**config.mk**
```make
export PLATFORM = sky130hd
export DESIGN_NAME = mem_bus_initiator_flat
export DESIGN_NICKNAME = d
export VERILOG_FILES = /design/src/rtl/mem_bus_initiator_if.sv /design/src/rtl/mem_bus_initiator.sv /design/src/flat_wrapper.sv
export SDC_FILE = /design/constraint.sdc
export NUM_CORES = 1
export LEC_CHECK = 0
export BUFFER_PORTS_ARGS = -buffer_cell sky130_fd_sc_hd__buf_2
export CORE_MARGIN = 10
export CORE_UTILIZATION = 45
export DETAILED_ROUTE_END_ITERATION = 7
export PLACE_DENSITY = 0.79
export SLEW_MARGIN = 20
export SYNTH_ARGS = -nofsm -noshare
export SYNTH_HDL_FRONTEND = slang
export SYNTH_SLANG_ARGS = --single-unit
```
**constraint.sdc**
```tcl
create_clock -name clk -period 1.58 [get_ports clk]
set_clock_uncertainty 0.15 [all_clocks]
set_input_delay 0.079 -clock clk [delete_from_list [all_inputs] [get_ports clk]]
set_output_delay 0.079 -clock clk [all_outputs]
set_load 0.05 [all_outputs]
```
**src/rtl/mem_bus_initiator_if.sv**
```systemverilog
// Core-side request/response and memory-bus signals of the initiator, grouped for port connection.
// master = the initiator's view; slave = the core plus responder on the other side.
interface mem_bus_initiator_if #(
  parameter int DATA_WIDTH = 32,
  parameter int ADDR_WIDTH = 3
);
  logic                  cpu_req_valid;
  logic                  cpu_req_ready;
  logic [ADDR_WIDTH-1:0] cpu_req_addr;
  logic                  cpu_req_we;
  logic [DATA_WIDTH-1:0] cpu_req_wdata;
  logic                  cpu_rsp_valid;
  logic [DATA_WIDTH-1:0] cpu_rsp_rdata;
  logic                  cpu_rsp_err;
  logic [ADDR_WIDTH-1:0] addr;
  logic                  we;
  logic [DATA_WIDTH-1:0] wdata;
  logic [DATA_WIDTH-1:0] rdata;
  logic                  req_valid;
  logic                  data_valid;

  modport master (
    input  cpu_req_valid, cpu_req_addr, cpu_req_we, cpu_req_wdata, rdata, data_valid,
    output cpu_req_ready, cpu_rsp_valid, cpu_rsp_rdata, cpu_rsp_err, addr, we, wdata, req_valid
  );

  modport slave (
    output cpu_req_valid, cpu_req_addr, cpu_req_we, cpu_req_wdata, rdata, data_valid,
    input  cpu_req_ready, cpu_rsp_valid, cpu_rsp_rdata, cpu_rsp_err, addr, we, wdata, req_valid
  );
endinterface

```
**src/rtl/mem_bus_initiator.sv**
```systemverilog
// Single-outstanding load/store initiator for the SoC memory bus; optional bus timeout under BUS_TIMEOUT_EN.
// Latency: bus request 1 cycle after accept, response pulse 1 cycle after data_valid (min 2 cycles accept->response).
// Backpressure: cpu_req_ready only in IDLE and not in reset; the response pulse has no back-pressure.
module mem_bus_initiator #(
  parameter int MEM_DEPTH      = 8,
  parameter int DATA_WIDTH     = 32,
  parameter int ADDR_WIDTH     = $clog2(MEM_DEPTH),
  parameter int TIMEOUT_CYCLES = 16
) (
  input  logic                clk,
  input  logic                reset,
  mem_bus_initiator_if.master bus
);

  typedef enum logic [1:0] {IDLE, REQ, RSP} state_t;

  generate
    if (TIMEOUT_CYCLES < 2) begin : g_bad_timeout
      $error("TIMEOUT_CYCLES must be at least 2");
    end
  endgenerate

  state_t                state;
  logic                  req_valid_q;
  logic                  we_q;
  logic [ADDR_WIDTH-1:0] addr_q;
  logic [DATA_WIDTH-1:0] wdata_q;
  logic                  rsp_valid_q;
  logic [DATA_WIDTH-1:0] rsp_rdata_q;

`ifdef BUS_TIMEOUT_EN
  localparam int CW = $clog2(TIMEOUT_CYCLES) + 1;
  logic [CW-1:0] tmo_cnt;
  logic          rsp_err_q;
`endif

  always_ff @(posedge clk) begin
    if (reset) begin
      state       <= IDLE;
      req_valid_q <= 1'b0;
      we_q        <= 1'b0;
      addr_q      <= '0;
      wdata_q     <= '0;
      rsp_valid_q <= 1'b0;
      rsp_rdata_q <= '0;
`ifdef BUS_TIMEOUT_EN
      tmo_cnt     <= '0;
      rsp_err_q   <= 1'b0;
`endif
    end else begin
      case (state)
        IDLE: begin
          if (bus.cpu_req_valid) begin
            addr_q      <= bus.cpu_req_addr;
            we_q        <= bus.cpu_req_we;
            wdata_q     <= bus.cpu_req_we ? bus.cpu_req_wdata : '0;
            req_valid_q <= 1'b1;
            state       <= REQ;
`ifdef BUS_TIMEOUT_EN
            tmo_cnt     <= '0;
`endif
          end
        end
        REQ: begin
`ifdef BUS_TIMEOUT_EN
          tmo_cnt <= tmo_cnt + CW'(1);
`endif
          // A completion on the same edge as the timeout takes priority.
          if (bus.data_valid) begin
            req_valid_q <= 1'b0;
            rsp_rdata_q <= we_q ? '0 : bus.rdata;
            rsp_valid_q <= 1'b1;
            state       <= RSP;
`ifdef BUS_TIMEOUT_EN
            rsp_err_q   <= 1'b0;
          end else if (tmo_cnt == CW'(TIMEOUT_CYCLES - 1)) begin
            req_valid_q <= 1'b0;
            rsp_rdata_q <= '0;
            rsp_err_q   <= 1'b1;
            rsp_valid_q <= 1'b1;
            state       <= RSP;
`endif
          end
        end
        RSP: begin
          rsp_valid_q <= 1'b0;
          state       <= IDLE;
        end
        default: state <= IDLE;
      endcase
    end
  end

  assign bus.cpu_req_ready = (state == IDLE) && !reset;
  assign bus.cpu_rsp_valid = rsp_valid_q;
  assign bus.cpu_rsp_rdata = rsp_rdata_q;
  assign bus.req_valid     = req_valid_q;
  assign bus.addr          = addr_q;
  assign bus.we            = we_q;
  assign bus.wdata         = wdata_q;
`ifdef BUS_TIMEOUT_EN
  assign bus.cpu_rsp_err   = rsp_err_q;
`else
  assign bus.cpu_rsp_err   = 1'b0;
`endif

endmodule

```
**src/flat_wrapper.sv**
```systemverilog
// flat-port wrapper written by rule: the top's interface ports become plain ports
module mem_bus_initiator_flat 
#(
  parameter int MEM_DEPTH      = 8,
  parameter int DATA_WIDTH     = 32,
  parameter int ADDR_WIDTH     = $clog2(MEM_DEPTH),
  parameter int TIMEOUT_CYCLES = 16
)
  (clk, reset, bus_cpu_req_valid, bus_cpu_req_addr, bus_cpu_req_we, bus_cpu_req_wdata, bus_rdata, bus_data_valid, bus_cpu_req_ready, bus_cpu_rsp_valid, bus_cpu_rsp_rdata, bus_cpu_rsp_err, bus_addr, bus_we, bus_wdata, bus_req_valid);
  mem_bus_initiator_if #(.DATA_WIDTH(DATA_WIDTH), .ADDR_WIDTH(ADDR_WIDTH)) bus_i ();
  input  logic clk;
  input  logic reset;
  input wire logic [$bits(bus_i.cpu_req_valid)-1:0] bus_cpu_req_valid;
  input wire logic [$bits(bus_i.cpu_req_addr)-1:0] bus_cpu_req_addr;
  input wire logic [$bits(bus_i.cpu_req_we)-1:0] bus_cpu_req_we;
  input wire logic [$bits(bus_i.cpu_req_wdata)-1:0] bus_cpu_req_wdata;
  input wire logic [$bits(bus_i.rdata)-1:0] bus_rdata;
  input wire logic [$bits(bus_i.data_valid)-1:0] bus_data_valid;
  output wire logic [$bits(bus_i.cpu_req_ready)-1:0] bus_cpu_req_ready;
  output wire logic [$bits(bus_i.cpu_rsp_valid)-1:0] bus_cpu_rsp_valid;
  output wire logic [$bits(bus_i.cpu_rsp_rdata)-1:0] bus_cpu_rsp_rdata;
  output wire logic [$bits(bus_i.cpu_rsp_err)-1:0] bus_cpu_rsp_err;
  output wire logic [$bits(bus_i.addr)-1:0] bus_addr;
  output wire logic [$bits(bus_i.we)-1:0] bus_we;
  output wire logic [$bits(bus_i.wdata)-1:0] bus_wdata;
  output wire logic [$bits(bus_i.req_valid)-1:0] bus_req_valid;
  assign bus_i.cpu_req_valid = bus_cpu_req_valid;
  assign bus_i.cpu_req_addr = bus_cpu_req_addr;
  assign bus_i.cpu_req_we = bus_cpu_req_we;
  assign bus_i.cpu_req_wdata = bus_cpu_req_wdata;
  assign bus_i.rdata = bus_rdata;
  assign bus_i.data_valid = bus_data_valid;
  assign bus_cpu_req_ready = bus_i.cpu_req_ready;
  assign bus_cpu_rsp_valid = bus_i.cpu_rsp_valid;
  assign bus_cpu_rsp_rdata = bus_i.cpu_rsp_rdata;
  assign bus_cpu_rsp_err = bus_i.cpu_rsp_err;
  assign bus_addr = bus_i.addr;
  assign bus_we = bus_i.we;
  assign bus_wdata = bus_i.wdata;
  assign bus_req_valid = bus_i.req_valid;
  mem_bus_initiator #(.MEM_DEPTH(MEM_DEPTH), .DATA_WIDTH(DATA_WIDTH), .ADDR_WIDTH(ADDR_WIDTH), .TIMEOUT_CYCLES(TIMEOUT_CYCLES)) u_core (.clk(clk), .reset(reset), .bus(bus_i));
endmodule
```
==> results.json <==
{
  "nNetsFinal": 597,
  "required_ps": 1350,
  "synth_warnings": 0,
  "switching_share_pct": 29.40,
  "power_frac_clock_pct": 33.5,
  "grt_first_pass_wirelength_mm": 15.50,
  "status": "finished clean",
  "maxCapViolCount": 0,
  "start_kind": "input pin",
  "startpoint": "reset",
  "clk_path_buf_depth": 2,
  "pwr-share-seq_pct": 45.8,
  "syn_avg_cell_area_um2": 8.612,
  "worst_pin_slew_ps": 573.8,
  "ys_seq_area_share_pct": 51.50,
  "path_buf_inv": 3,
  "r2r-start": "u_core.state[1]$_SDFFE_PP0P_",
  "path_clk_slew_ps": 70,
  "vias_per_cell": 5.049,
  "drtIter0Drc": 177,
  "r2r_slack_ps": 150,
  "drc": 0,
  "synth_cell_types": 21,
  "finalNonFillerCells": 608,
  "min_path_type": "in2reg",
  "yosys.area.top_type": "dfxtp_1",
  "die_width_um": 98.87,
  "synth_area_um2": 2799,
  "rsz0062_at_grt": "false",
  "ant_nets": 0,
  "track_usage_pct": 19.11,
  "dp_hpwl_mm": 5.977,
  "grt.overflow.total": 0,
  "post-cts-setup-buffer-count": 0,
  "area_growth_pct": 57.44,
  "fin_tns_setup_ps": 0,
  "p_int_mw": 2.985,
  "cp_slowest_stage_delay_ps": 530,
  "path_class": "in2out",
  "avgRoutedWirePerCell_um": 16.32,
  "dr.pass1.iters": 5,
  "cp_max_fo": 10,
  "num_rows": 28,
  "cts_tree": "done",
  "p_total_mw": 4.228,
  "final_common_cell": "buf_2",
  "mostFrequentLayoutCells": "buf_2, nand2_1, a21oi_1, dlygate4sd3_1, dfxtp_1",
  "syn_nets": 397,
  "die_area_um2": 9774,
  "place_inst": 519,
  "netlist_instances": 325,
  "clock_sink_count": 72,
  "grt_max_degree": 37,
  "fmax_ghz": 0.6772,
  "relSlewSlack_pct": 61.75,
  "crit_family": "buffers and inverters",
  "fp.dieH_um": 98.87,
  "ys_seq_elements": 72,
  "yosys.area.top_type_share_pct": 51.50,
  "routed-via-count": 3070,
  "switchingPower_mw": 1.243,
  "post-route-min-period_ps": 1477,
  "cp-end-kind": "output pin",
  "slowest_stage": "dlygate4sd3_1",
  "gp_congestion": 0.7574,
  "pin_count": 144,
  "initial_core_util_pct": 46.72,
  "grt_pass1_vias": 3113,
  "cts_made_buffers": 9,
  "clk_latency_ps": 330,
  "crit_chain": "dlygate4sd3_1, buf_2, nor3_2, buf_2",
  "totalWireLength_mm": 9.922,
  "core_um2": 5991,
  "critPathMostFrequentCell": "buf_2",
  "comb_power_share_pct": 20.7,
  "ys_top_cells_by_area": "dfxtp_1, a21oi_1, nand2_1",
  "setup_viol": 0,
  "final_util_pct": 73.56,
  "finalCritPeriodShare_pct": 93.46,
  "slew_viol_final": 0,
  "peakVddDrop_mv": 0.6269,
  "holdCritStartpoint": "bus_cpu_req_we",
  "place_ws_ps": 132.5,
  "antenna_found_initial": 4,
  "fin_ws_ps": 103.4,
  "power.static_leakage_nw": 1.952,
  "cts_root_buffer": "clkbuf_8",
  "cts_max_level": 3,
  "drive_gt1_share_pct": 32.14,
  "power_density_nw_per_um2": 959.4,
  "crit_arrival_ps": 1250,
  "numPortBuffers": 142,
  "finalHoldViolCount": 0
}
[final cells by class]
type	count	area (um2)
Fill cell	443	1584
Timing Repair Buffer	221	1541
Tap cell	75	93.84
Clock inverter	4	45.04
Antenna cell	4	10.01
Inverter	2	7.507
Clock buffer	11	141.4
Sequential cell	72	1444
Multi-Input combinational cell	219	1124
[cell usage after synthesis]
cell type	instances
clkbuf_8	3
and3b_2	1
nor3b_4	1
nand2_1	72
nand3_1	32
nor3_1	2
o21bai_1	1
nor2_1	1
inv_1	2
a21oi_1	70
or3b_1	1
conb_1	1
buf_2	8
clkbuf_1	10
buf_6	8
and2b_1	1
dfxtp_1	72
buf_4	3
nand3b_1	33
o21ai_0	2
mux2i_1	1
[worst register-to-register path, stage by stage (launching register included)]
cell     delay, ps
dfxtp_1        370
or3b_1         440
buf_12         190
nand2_1        100
a21oi_1         60
[per-stage QoR]
step | hold slack [ps] | instance area, um2
finish | 108.8 | 4407
global route | 138.4 | 4407
CTS | 90.49 | 4394
detailed placement | 187.4 | 3507
global placement | 172.5 | 3507
floorplan | 64.99 | 2804
[sequential cells by signal, indices dropped and copies added, names as in the netlist]
| signal | count |
|---|---|
| u_core.bus.cpu_rsp_rdata | 32 |
| u_core.bus.cpu_rsp_valid | 1 |
| u_core.bus.addr | 3 |
| u_core.bus.wdata | 32 |
| u_core.state | 2 |
| u_core.bus.we | 1 |
| u_core.bus.req_valid | 1 |
[worst paths after layout]
kind | end | cells past startpoint
max reg2reg | u_core.bus.addr[0]$_SDFFE_PP0P_ | 4
min reg2reg | u_core.bus.cpu_rsp_rdata[15]$_SDFFE_PP0P_ | 2
max | bus_cpu_req_ready | 4
min | u_core.bus.we$_SDFFE_PP0P_ | 3
[metal layers]
layer  vias up  global-route usage (%)  share of wire [%]
met5         -                       0                  0
met4         0                   13.01                4.4
met3        35                   5.796                7.1
met2       134                   33.02                 52
met1      1405                   19.35                 36
li1       1496                       -                  -
[cell families after synthesis]
family	Yosys count	synth area share (%)
AND/OR/NAND/NOR	144	26.33
buffers and inverters	34	8.539
multiplexers	1	0.3576
other	1	0.1340
AO/OA/AOI/OAI	73	13.14
flip-flops	72	51.50
[power by group through the flow]
stage | Sequential (mW) | Clock (mW) | Combinational, mW
floorplan | 2.22 | 0 | 0.273
global placement | 1.97 | 0 | 0.717
detailed placement | 1.97 | 0 | 0.724
CTS | 1.93 | 1.44 | 0.861
global route | 1.94 | 1.52 | 0.928
finish | 1.94 | 1.42 | 0.875
[timing repair]
action,CTS,global route
hold buffers,70,0
gates resized for setup,0,2
setup endpoints to repair,0,3
hold endpoints to repair,70,0
No activity file was read; power rests on OpenSTA's default activity.
